--- src/rtl/video_timing_ctrl.sv ---
// ---------------------------------------------------------------------------
// video_timing_ctrl
// Coherent raster source for the HDMI overlay path. A horizontal counter
// (hCount) and a vertical counter (vCount) walk the raster; each axis runs
// ACTIVE -> FRONT -> SYNC -> BACK. All outputs are registered and decoded
// from the next counter value, so they describe the same position the
// counters hold after the clock edge.
//
// Optional feature macro: VTC_RUNTIME_CFG_EN
//   Adds a valid/ready port that loads new active sizes. The new sizes take
//   effect on the edge that advances to (0, 0). Porch and sync widths stay
//   fixed by parameters. Without the macro the active sizes are parameters.
//
// Ports
//   clock       in   pixel clock, all logic on posedge
//   reset       in   synchronous reset, active-high, priority over enable
//   enable      in   1 = advance one pixel per clock, 0 = hold (strobes 0)
//   hSyncPulse  out  horizontal sync, asserted level = SYNC_POL
//   vSyncPulse  out  vertical sync, asserted level = SYNC_POL
//   DE          out  data enable, both axes in ACTIVE
//   xPos        out  active column while DE, else 0
//   yPos        out  active line while vertical ACTIVE, else 0
//   lineStart   out  1-cycle strobe when hCount becomes 0
//   frameStart  out  1-cycle strobe when (hCount, vCount) becomes (0, 0)
//   cfgValid    in   (macro only) new-size request
//   cfgReady    out  (macro only) 1 = no size change pending
//   cfgHActive  in   (macro only) requested active pixels per line
//   cfgVActive  in   (macro only) requested active lines per frame
// ---------------------------------------------------------------------------
module video_timing_ctrl #(
    parameter int busWidth = 12,
    parameter int H_ACTIVE = 1920,
    parameter int H_FP     = 88,
    parameter int H_SYNC   = 44,
    parameter int H_BP     = 148,
    parameter int V_ACTIVE = 1080,
    parameter int V_FP     = 4,
    parameter int V_SYNC   = 5,
    parameter int V_BP     = 36,
    parameter int SYNC_POL = 1
) (
    input  logic                clock,
    input  logic                reset,
    input  logic                enable,
    output logic                hSyncPulse,
    output logic                vSyncPulse,
    output logic                DE,
    output logic [busWidth-1:0] xPos,
    output logic [busWidth-1:0] yPos,
    output logic                lineStart,
    output logic                frameStart
`ifdef VTC_RUNTIME_CFG_EN
    ,
    input  logic                cfgValid,
    output logic                cfgReady,
    input  logic [busWidth-1:0] cfgHActive,
    input  logic [busWidth-1:0] cfgVActive
`endif
);

    // One extra bit keeps boundary sums (which may reach 2^busWidth) exact.
    localparam int EW = busWidth + 1;

    localparam logic [EW-1:0] H_FP_E      = EW'(H_FP);
    localparam logic [EW-1:0] H_FPS_E     = EW'(H_FP + H_SYNC);
    localparam logic [EW-1:0] H_BLANK_M1  = EW'(H_FP + H_SYNC + H_BP - 1);
    localparam logic [EW-1:0] V_FP_E      = EW'(V_FP);
    localparam logic [EW-1:0] V_FPS_E     = EW'(V_FP + V_SYNC);
    localparam logic [EW-1:0] V_BLANK_M1  = EW'(V_FP + V_SYNC + V_BP - 1);

    localparam logic [busWidth-1:0] H_RST  = busWidth'(H_ACTIVE + H_FP + H_SYNC + H_BP - 1);
    localparam logic [busWidth-1:0] V_RST  = busWidth'(V_ACTIVE + V_FP + V_SYNC + V_BP - 1);
    localparam logic [busWidth-1:0] ONE_B  = busWidth'(1);
    localparam logic                SYNC_ON = (SYNC_POL != 0) ? 1'b1 : 1'b0;

    logic [busWidth-1:0] h_cnt_q, h_cnt_d;
    logic [busWidth-1:0] v_cnt_q, v_cnt_d;

    // Sizes of the frame in progress, and sizes in force at the next position
    // (they differ only on the edge that wraps to (0, 0) with a pending load).
    logic [busWidth-1:0] h_act_cur_s, v_act_cur_s;
    logic [busWidth-1:0] h_act_nxt_s, v_act_nxt_s;

    logic [EW-1:0] h_last_s, v_last_s;
    logic          h_wrap_s, v_wrap_s, frame_wrap_s;

    logic          h_in_act_s, v_in_act_s, h_in_sync_s, v_in_sync_s;

    logic                de_q, de_d;
    logic                hs_q, hs_d;
    logic                vs_q, vs_d;
    logic [busWidth-1:0] x_q, x_d;
    logic [busWidth-1:0] y_q, y_d;
    logic                ls_q, ls_d;
    logic                fs_q, fs_d;

`ifdef VTC_RUNTIME_CFG_EN
    logic [busWidth-1:0] h_act_q, h_act_d;
    logic [busWidth-1:0] v_act_q, v_act_d;
    logic [busWidth-1:0] pend_h_q, pend_h_d;
    logic [busWidth-1:0] pend_v_q, pend_v_d;
    logic                pend_vld_q, pend_vld_d;
    logic                cfg_rdy_q, cfg_rdy_d;

    // Size handshake: apply pending sizes at the frame wrap, else accept a new request.
    always_comb begin
        h_act_d    = h_act_q;
        v_act_d    = v_act_q;
        pend_h_d   = pend_h_q;
        pend_v_d   = pend_v_q;
        pend_vld_d = pend_vld_q;
        cfg_rdy_d  = cfg_rdy_q;
        if (frame_wrap_s && pend_vld_q) begin
            h_act_d    = pend_h_q;
            v_act_d    = pend_v_q;
            pend_vld_d = 1'b0;
            cfg_rdy_d  = 1'b1;
        end else if (cfgValid && cfg_rdy_q) begin
            pend_h_d   = cfgHActive;
            pend_v_d   = cfgVActive;
            pend_vld_d = 1'b1;
            cfg_rdy_d  = 1'b0;
        end else begin
            cfg_rdy_d  = cfg_rdy_q;
        end
    end

    // Size and pending-request registers.
    always_ff @(posedge clock) begin
        if (reset) begin
            h_act_q    <= busWidth'(H_ACTIVE);
            v_act_q    <= busWidth'(V_ACTIVE);
            pend_h_q   <= '0;
            pend_v_q   <= '0;
            pend_vld_q <= 1'b0;
            cfg_rdy_q  <= 1'b1;
        end else begin
            h_act_q    <= h_act_d;
            v_act_q    <= v_act_d;
            pend_h_q   <= pend_h_d;
            pend_v_q   <= pend_v_d;
            pend_vld_q <= pend_vld_d;
            cfg_rdy_q  <= cfg_rdy_d;
        end
    end

    assign h_act_cur_s = h_act_q;
    assign v_act_cur_s = v_act_q;
    assign h_act_nxt_s = h_act_d;
    assign v_act_nxt_s = v_act_d;
    assign cfgReady    = cfg_rdy_q;
`else
    assign h_act_cur_s = busWidth'(H_ACTIVE);
    assign v_act_cur_s = busWidth'(V_ACTIVE);
    assign h_act_nxt_s = busWidth'(H_ACTIVE);
    assign v_act_nxt_s = busWidth'(V_ACTIVE);
`endif

    assign h_last_s     = {1'b0, h_act_cur_s} + H_BLANK_M1;
    assign v_last_s     = {1'b0, v_act_cur_s} + V_BLANK_M1;
    assign h_wrap_s     = ({1'b0, h_cnt_q} == h_last_s);
    assign v_wrap_s     = ({1'b0, v_cnt_q} == v_last_s);
    assign frame_wrap_s = enable && h_wrap_s && v_wrap_s;

    // Next counter position: hCount wraps at end of line, vCount steps on that wrap.
    always_comb begin
        h_cnt_d = h_cnt_q;
        v_cnt_d = v_cnt_q;
        if (enable) begin
            if (h_wrap_s) begin
                h_cnt_d = '0;
                if (v_wrap_s) begin
                    v_cnt_d = '0;
                end else begin
                    v_cnt_d = v_cnt_q + ONE_B;
                end
            end else begin
                h_cnt_d = h_cnt_q + ONE_B;
            end
        end else begin
            h_cnt_d = h_cnt_q;
        end
    end

    // Phase decode of the next position against the sizes in force there.
    always_comb begin
        h_in_act_s  = ({1'b0, h_cnt_d} <  {1'b0, h_act_nxt_s});
        v_in_act_s  = ({1'b0, v_cnt_d} <  {1'b0, v_act_nxt_s});
        h_in_sync_s = ({1'b0, h_cnt_d} >= ({1'b0, h_act_nxt_s} + H_FP_E)) &&
                      ({1'b0, h_cnt_d} <  ({1'b0, h_act_nxt_s} + H_FPS_E));
        v_in_sync_s = ({1'b0, v_cnt_d} >= ({1'b0, v_act_nxt_s} + V_FP_E)) &&
                      ({1'b0, v_cnt_d} <  ({1'b0, v_act_nxt_s} + V_FPS_E));
    end

    // Output next-state: follow the decode when advancing, otherwise hold with strobes cleared.
    always_comb begin
        de_d = de_q;
        hs_d = hs_q;
        vs_d = vs_q;
        x_d  = x_q;
        y_d  = y_q;
        ls_d = 1'b0;
        fs_d = 1'b0;
        if (enable) begin
            de_d = h_in_act_s && v_in_act_s;
            hs_d = h_in_sync_s ? SYNC_ON : ~SYNC_ON;
            vs_d = v_in_sync_s ? SYNC_ON : ~SYNC_ON;
            x_d  = (h_in_act_s && v_in_act_s) ? h_cnt_d : '0;
            y_d  = v_in_act_s ? v_cnt_d : '0;
            ls_d = h_wrap_s;
            fs_d = frame_wrap_s;
        end else begin
            ls_d = 1'b0;
        end
    end

    // Counter and output registers; reset parks on the last position of the frame.
    always_ff @(posedge clock) begin
        if (reset) begin
            h_cnt_q <= H_RST;
            v_cnt_q <= V_RST;
            de_q    <= 1'b0;
            hs_q    <= ~SYNC_ON;
            vs_q    <= ~SYNC_ON;
            x_q     <= '0;
            y_q     <= '0;
            ls_q    <= 1'b0;
            fs_q    <= 1'b0;
        end else begin
            h_cnt_q <= h_cnt_d;
            v_cnt_q <= v_cnt_d;
            de_q    <= de_d;
            hs_q    <= hs_d;
            vs_q    <= vs_d;
            x_q     <= x_d;
            y_q     <= y_d;
            ls_q    <= ls_d;
            fs_q    <= fs_d;
        end
    end

    assign hSyncPulse = hs_q;
    assign vSyncPulse = vs_q;
    assign DE         = de_q;
    assign xPos       = x_q;
    assign yPos       = y_q;
    assign lineStart  = ls_q;
    assign frameStart = fs_q;

endmodule

--- config.mk ---
export PLATFORM = sky130hd
export DESIGN_NAME = video_timing_ctrl
export DESIGN_NICKNAME = d
export VERILOG_FILES = /design/src/rtl/video_timing_ctrl.sv
export SDC_FILE = /design/constraint.sdc
export NUM_CORES = 1
export LEC_CHECK = 0
export CORE_MARGIN = 8
export CORE_UTILIZATION = 23
export DETAILED_ROUTE_END_ITERATION = 7
export DONT_BUFFER_PORTS = 1
export PLACE_DENSITY_LB_ADDON = 0.08
export SYNTH_ARGS = -nofsm -noshare
export SYNTH_HDL_FRONTEND = slang
export SYNTH_SLANG_ARGS = --single-unit
--- constraint.sdc ---
create_clock -name clock -period 7 [get_ports clock]
set_clock_uncertainty 0.2 [all_clocks]
set_input_delay 1.4 -clock clock [delete_from_list [all_inputs] [get_ports clock]]
set_output_delay 1.4 -clock clock [all_outputs]
set_load 0.01 [all_outputs]
Yosys cells after proc, flatten, opt, wreduce, memory -nomap -nowiden
Cells that the tools add are included.
{"block": "totals", "register_bits": 53, "in_bits": 3, "output_inout_bits": 29, "elab_cells": 35}
{"block": "classes", "addsub": 2, "n_lt_le_gt_ge": 6, "n_eq_ne": 2, "mux": 9, "bitwise": 1, "reduce_logical": 6}
{"op": "two-way mux 12 bit", "count": 7}
{"op": "less-than comparator 12 x 11 -> 1 bit (second input constant)", "count": 3}
{"op": "adder 12 x 1 -> 12 bit (second input constant)", "count": 2}
{"op": ">= comparator 12 x 11 -> 1 bit (second input constant)", "count": 2}
{"op": "== test 12 x 11 -> 1 bit (second input constant)", "count": 1}
{"op": "== test 12 bit (second input constant)", "count": 1}
{"op": "less-than comparator 12 bit (second input constant)", "count": 1}
{"op": "logical AND 1 bit", "count": 5}
{"op": "two-way mux 1 bit", "count": 2}
{"op": "OR reduction 2 bit", "count": 1}
{"op": "inverter 1 bit", "count": 1}

Depth between registers and ports, before layout
Gate-level depths: netlist of the first run.
{"block": "depth", "ltp_word": 7, "ltp_mapped": 10, "depth_no_buf": 9}

Worst setup path before layout of the first run
Ideal clock, no wire load.
{"block": "synth_path", "path_kind": "input port to flip-flop", "from": "in enable", "to": "reg vs_q, in the netlist vSyncPulse", "t_arrival_ns": 2.909, "path_slack_ns": 3.790, "stages": 8, "path_buffers": 1, "cell_sequence": "and2_1 -> nand4_1 -> clkbuf_1 -> o21ai_0 -> o31ai_1 -> or3b_1 -> a2bb2oi_1 -> o41ai_1"}
{"block": "synth_between", "elab_chain_len": 4, "word_cells_on_any_way": 5, "classes_between": "order compare: 2; mux: 2; reduce/logical: 1"}
{"element": "from (decl)", "line": "44", "text": "input logic enable,"}
{"element": "two-way mux 12 bit", "line": "169", "text": "if (enable) begin"}
{"element": ">= comparator 12 x 11 -> 1 bit or less-than comparator 12 x 11 -> 1 bit (tied branches)", "line": "191, 192"}
{"element": "logical AND 1 bit", "line": "191", "text": "v_in_sync_s = ({1'b0, v_cnt_d} >= ({1'b0, v_act_nxt_s} + V_FP_E)) &&"}
{"element": "two-way mux 1 bit", "line": "207", "text": "vs_d = v_in_sync_s ? SYNC_ON : ~SYNC_ON;"}
{"element": "to (signal assigned)", "line": "224", "text": "vs_q <= ~SYNC_ON;"}
{"element": "to (signal assigned)", "line": "234", "text": "vs_q <= vs_d;"}
{"element": "to (decl)", "line": "91", "text": "logic vs_q, vs_d;"}
Parallel ways exist; a longest one is shown, timed or not.
A chain may end at the register's enable or synchronous reset.

Final worst setup path of the first run
{"block": "layout_path", "from": "in enable", "to": "reg y_q[6], in the netlist yPos[6]"}
{"block": "layout_between", "elab_chain_len": 3}
{"element": "two-way mux 12 bit", "line": "169"}
{"element": "less-than comparator 12 x 11 -> 1 bit", "line": "188", "text": "v_in_act_s = ({1'b0, v_cnt_d} < {1'b0, v_act_nxt_s});"}
{"element": "two-way mux 12 bit", "line": "209", "text": "y_d = v_in_act_s ? v_cnt_d : '0;"}
{"element": "to (signal assigned)", "line": "236", "text": "y_q <= y_d;"}
{"element": "to (decl)", "line": "93", "text": "logic [busWidth-1:0] y_q, y_d;"}
Parallel ways exist; a longest one is shown, timed or not.

==> results of run 1 <==
-- state kept, by name, indices dropped and copies added, names as in the netlist --
signal      flops
h_cnt_q        12
v_cnt_q        12
xPos           12
yPos           12
DE              1
frameStart      1
hSyncPulse      1
lineStart       1
vSyncPulse      1
-- cells by family after synthesis --
kind of cell               count (synthesis)
adders and majority gates                  3
AOI/OAI and AO/OA                         76
buffers and inverters                     28
and+or+nand+nor                          162
DFF                                       53
xor gates and xnor gates                  19
muxes                                      1
-- area by class of cell --
class | instances | area (sq um)
repair buffers | 2 | 15.0
clock buffers | 5 | 125
clock inverters | 3 | 21.3
fillers | 1365 | 9270
well taps | 172 | 215
multi-input cells | 261 | 1690
inverters | 4 | 15.0
flip-flops and latches | 53 | 1060
-- layer usage --
layer	part of all wire (%)	track usage [%]
met1	49	15.6
met3	5.0	2.29
met4	1.2	3.22
met5	0	0
met2	45	17.4
-- worst register-to-register path, stage by stage (launching register included) --
cell      delay, ns
dfxtp_1        0.38
ha_1           0.28
and4bb_2       0.29
nand4_1        0.60
o21ai_0        0.49
o31ai_1        0.16
a211oi_2       0.28
nor2_1         0.06
buf_4          0.20
o41ai_1        0.38
-- layout by cell type, fill, tap and decap left out, drive strengths merged, types with 5 or more instances in the layout --
master,instances
dfxtp,53
nand2,41
nor2,28
o21ai,22
nand4,15
nand3,14
a21oi,13
o31ai,12
xnor2,11
and2,9
xor2,8
nor2b,7
and3,6
nand2b,6
o41ai,6
nor3,6
a31oi,5
or2,5
clkbuf,5
inv,5
-- power by group --
| part | total, mW | internal [mW] | switching, mW |
|---|---|---|---|
| combinational | 0.201 | 0.0733 | 0.128 |
| sequential | 0.349 | 0.320 | 0.0298 |
| clock | 0.256 | 0.134 | 0.123 |
-- metrics by stage --
step / cells / util (%) / power (mW) / setup WS, ns
2_1_floorplan: 342 / - / 0.507 / 3.79
3_3_place_gp: 492 / 24.2 / 0.565 / 3.13
3_5_place_dp: 492 / 24.2 / 0.560 / 3.02
4_1_cts: 500 / 25.3 / 0.822 / 3.32
5_1_grt: 500 / 25.3 / 0.859 / 3.03
6_report: 500 / 25.3 / 0.807 / 3.31
-- worst paths after layout --
path	slack [ns]	cells past startpoint	from	to
setup reg to reg	3.58	9	h_cnt_q[0]	yPos[6]
hold reg to reg	0.31	2	yPos[8]	yPos[8]
setup / recovery	3.31	8	enable	yPos[6]
hold / removal	0.31	2	yPos[8]	yPos[8]
==> flow_summary.toml, run 1 <==
[power]
ir_drop_v = 0.0000838
leakage_nw = 1.03
p_per_area_nw_per_um2 = 256

[logic_synthesis]
synth_area_leaders = "dfxtp_1, nand2_1, nor2_1"
synth_top_family_by_area = "simple AND/OR/NAND/NOR gates"
postSynthCellCount = 342
synth_seq_area_share_pct = 36.8
synth_edf_count = 0
ys_warn_count = 0
synth-xor-area-share_pct = 5.77
synth_compound_area_share_pct = 18.1
synth-adder-area-share_pct = 1.30
synth_seq_cells = 53
synthDominantCellAreaShare_pct = 36.8
async_reset_ff_share_pct = 0
synth.cell_area_sq_um = 2880
synth_mux_area_share_pct = 0.347
yosys.cell_types.count = 62
synth.avg_cell_area_sq_um = 8.43
netlist.top_cell.by_area = "dfxtp_1"
synth-simple-area-share_pct = 33.2
synth.most_common_cell = "dfxtp_1"
synth_flop_cell = "dfxtp_1"
syn-num-nets = 348
synth_common_cells = "dfxtp_1, nand2_1, nor2_1"

[place]
routabilityCongestion = 0.810
dpl_cell_area_sq_um = 3000
io_buffers = 0
dp_hpwl_mm = 6.68

[clock_tree]
ctsHoldBuffers = 0
worstSkewPairLatency_ns = 0.30
cts_tree = "done"
post_cts_resized = 0
cts_num_sinks = 53
clk_pin_slew_ns = 0.07
post_cts_buffers = 0
cts_inserted_buffers = 5
root_buffer = "clkbuf_16"
clockBufferDepth = 2
htree_levels = 2

[worst_setup_path]
cp-start-kind = "primary input"
path_cells = "and2_1 > nand4_1 > o21ai_0 > o31ai_1 > a211oi_2 > nor2_1 > buf_4 > o41ai_1"
crit_path_max_fanout = 21
path_delay_family = "compound AO/OA/AOI/OAI gates"
worst_ep_required_time_ns = 6.99
crit_path_max_incr_delay_ns = 0.59
cpMaxStageDelayCell = "nand4_1"
cp_num_buf_inv = 1
arrival_ns = 3.67
crit_type = "in2reg"
endpoint_kind = "flop"

[timing]
slew_headroom_pct = 49.9
fmax_mhz = 271
period_needed_ns = 3.69
setup_violations = 0
rsz0062_at_grt = "no"
fin_crit_sh_pct = 52.6
drv_slew = 0
setup_tns_ns = 0
hold_slack_ns = 0.310
hold_viol = 0
worst_slew_pin_slew_ns = 0.749

[finish]
area_growth_pct = 9.16
design_area_sq_um = 3150
num-nets-final = 333
layout-drive-gt1-share_pct = 10.1
diodes = 0

[floorplanning]
dieArea_sq_um = 16400
initial_core_util_pct = 23.2
core_sq_um = 12400
die_x_microns = 128
die_h_microns = 128
ios = 32
rows = 41

[outcome]
outcome = "completed"

[global_routing]
grt_use_total_pct = 11.3
grt_max_degree = 29
overflow = 0
grt_pass1_vias = 2379
grt_pass1_wl_mm = 14.4
antenna_found_initial = 0

[detailed_routing]
ant_nets = 0
wirelength_mm = 8.95
num_vias = 2454
route.detailed.wl_per_inst_microns = 17.9
via_per_inst = 4.91
drtIter0Drc = 173
drt_first_pass_iters = 4
drc_errors = 0

[worst_hold_path]
hold_class = "reg2reg"

[run]
max_cap_violations = 0
Note: power is estimated with default switching activity, not from simulation.
==> run 2: changes to the inputs <==
- clock period: 7 -> 3.3 ns (I/O delays scaled with it)
==> run 2 against run 1 <==
Against the previous run: via count about the same; cell area up 2.5%; clock power up 120%; global-route usage down 0.31 points; worst setup slack worse by 3.2 ns; largest power group unchanged.
==> flow_summary.toml, run 2 (same netlist as run 1, synthesis figures left out) <==
[worst_setup_path]
path_cells = "ha_1 > or4bb_1 > nor4_4 > xnor2_1 > a31oi_1 > a211oi_2 > nor2_1 > buf_4 > o41ai_1"
cp_num_buf_inv = 1
crit_path_max_fanout = 21
path_delay_family = "simple AND/OR/NAND/NOR gates"
crit_path_max_incr_delay_ns = 0.53
r2r_setup_slack_ns = 0.16
arrival_ns = 3.12
worst_ep_required_time_ns = 3.28
crit_type = "reg2reg"
cpMaxStageDelayCell = "or4bb_1"
endpoint_kind = "flop"
cp-start-kind = "flop"

[worst_hold_path]
hold_class = "in2reg"

[clock_tree]
clk_pin_slew_ns = 0.08
worstSkewPairLatency_ns = 0.30
cts_tree = "done"
root_buffer = "clkbuf_16"
post_cts_resized = 0
cts_num_sinks = 53
clockBufferDepth = 2
cts_inserted_buffers = 5
ctsHoldBuffers = 0
post_cts_buffers = 0
htree_levels = 2

[timing]
slew_headroom_pct = 54.9
drv_slew = 0
fmax_mhz = 318
rsz0062_at_grt = "no"
hold_viol = 0
worst_slew_pin_slew_ns = 0.675
setup_violations = 0
hold_slack_ns = 0.230
setup_tns_ns = 0
period_needed_ns = 3.14
fin_crit_sh_pct = 95.2

[place]
io_buffers = 0
routabilityCongestion = 0.770
dp_hpwl_mm = 6.74

[global_routing]
grt_use_total_pct = 11.0
grt_max_degree = 29
grt_pass1_wl_mm = 13.9
overflow = 0
grt_pass1_vias = 2290
antenna_found_initial = 0

[detailed_routing]
wirelength_mm = 9.00
drt_first_pass_iters = 4
num_vias = 2453
route.detailed.wl_per_inst_microns = 17.6
drtIter0Drc = 215
drc_errors = 0
ant_nets = 0
via_per_inst = 4.81

[floorplanning]
rows = 41
initial_core_util_pct = 23.2
ios = 32
die_x_microns = 128
dieArea_sq_um = 16400
die_h_microns = 128
core_sq_um = 12400

[power]
p_sw_mw = 0.610
leakage_nw = 1.08
comb_power_share_pct = 25.9
p_per_area_nw_per_um2 = 540
clockPowerShare_pct = 31.9
swShare_pct = 35.0
ir_drop_v = 0.000230
p_int_mw = 1.13
seqPwrFrac_pct = 42.2

[finish]
seq_area_sq_um = 1060
area_growth_pct = 11.9
multi_input_comb_area_sq_um = 1690
final_cell_mix = "dfxtp_1, nand2_1, nor2_1"
layout-drive-gt1-share_pct = 12.7
fin_util_pct = 26.0
fill_cells = 1368
diodes = 0
num-nets-final = 343
mostFrequentLayoutCell = "dfxtp_1"

[run]
max_cap_violations = 0

[outcome]
outcome = "completed"
run 2: cell count changes in the layout (fill, tap and decap cells not counted):
cell,previous run,this run
buf_4,2,12
clkinv_2,1,0
clkinv_4,0,1
run 2: final timing paths:
path	startpoint	endpoint	cells after the start
max reg2reg	h_cnt_q[0]	yPos[2]	9
min	reset	v_cnt_q[4]	1
min reg2reg	xPos[7]	xPos[7]	2
max	h_cnt_q[0]	yPos[2]	9
run 2: stage by stage:
step / power (mW) / area (sq um) / instances / setup slack, ns
final: 1.74 / 3230 / 510 / 0.160
after CTS: 1.77 / 3230 / 510 / 0.166
after floorplan: 1.08 / 2880 / 342 / 0.588
after global placement: 1.22 / 3080 / 502 / 0.151
after global routing: 1.85 / 3230 / 510 / 0.0105
after detailed placement: 1.21 / 3080 / 502 / 0.197
run 2: worst reg2reg max path, delay by kind of cell (launching register included):
| family | cells | cell delay (ns) |
|---|---|---|
| AOI/OAI and AO/OA | 3 | 0.87 |
| xor gates and xnor gates | 1 | 0.16 |
| adders and majority gates | 1 | 0.28 |
| buffers and inverters | 1 | 0.21 |
| DFF | 1 | 0.37 |
| and+or+nand+nor | 3 | 0.95 |
run 2: per-layer routing:
| metal | wire, microns | track usage, % | up-vias |
|---|---|---|---|
| met1 | 4550 | 15.8 | 1169 |
| met2 | 3830 | 16.0 | 53 |
| li1 | - | - | 1227 |
| met3 | 530 | 2.33 | 4 |
| met5 | 0 | 0 | - |
| met4 | 83 | 3.15 | 0 |
run 2: cell type report:
class                           count  share of cell area [%]
Clock inverter                      3                   0.776
Clock buffer                        5                    3.88
Sequential cell                    53                    32.9
Multi-Input combinational cell    261                    52.5
Tap cell                          172                    6.67
Inverter                            4                   0.465
Timing Repair Buffer               12                    2.79
run 2: power by group through the flow:
| stage | combinational (mW) | clock (mW) | sequential [mW] |
|---|---|---|---|
| 2_1_floorplan | 0.351 | 0 | 0.724 |
| 4_1_cts | 0.456 | 0.577 | 0.736 |
| 6_report | 0.452 | 0.556 | 0.736 |
| 3_5_place_dp | 0.454 | 0 | 0.751 |
| 5_1_grt | 0.498 | 0.612 | 0.743 |
| 3_3_place_gp | 0.462 | 0 | 0.754 |
==> run 3: changes to the inputs <==
- CAP_MARGIN: default -> 20
==> results of run 3 <==
The final DEF is identical to that of run 2; final timing and power are the same.
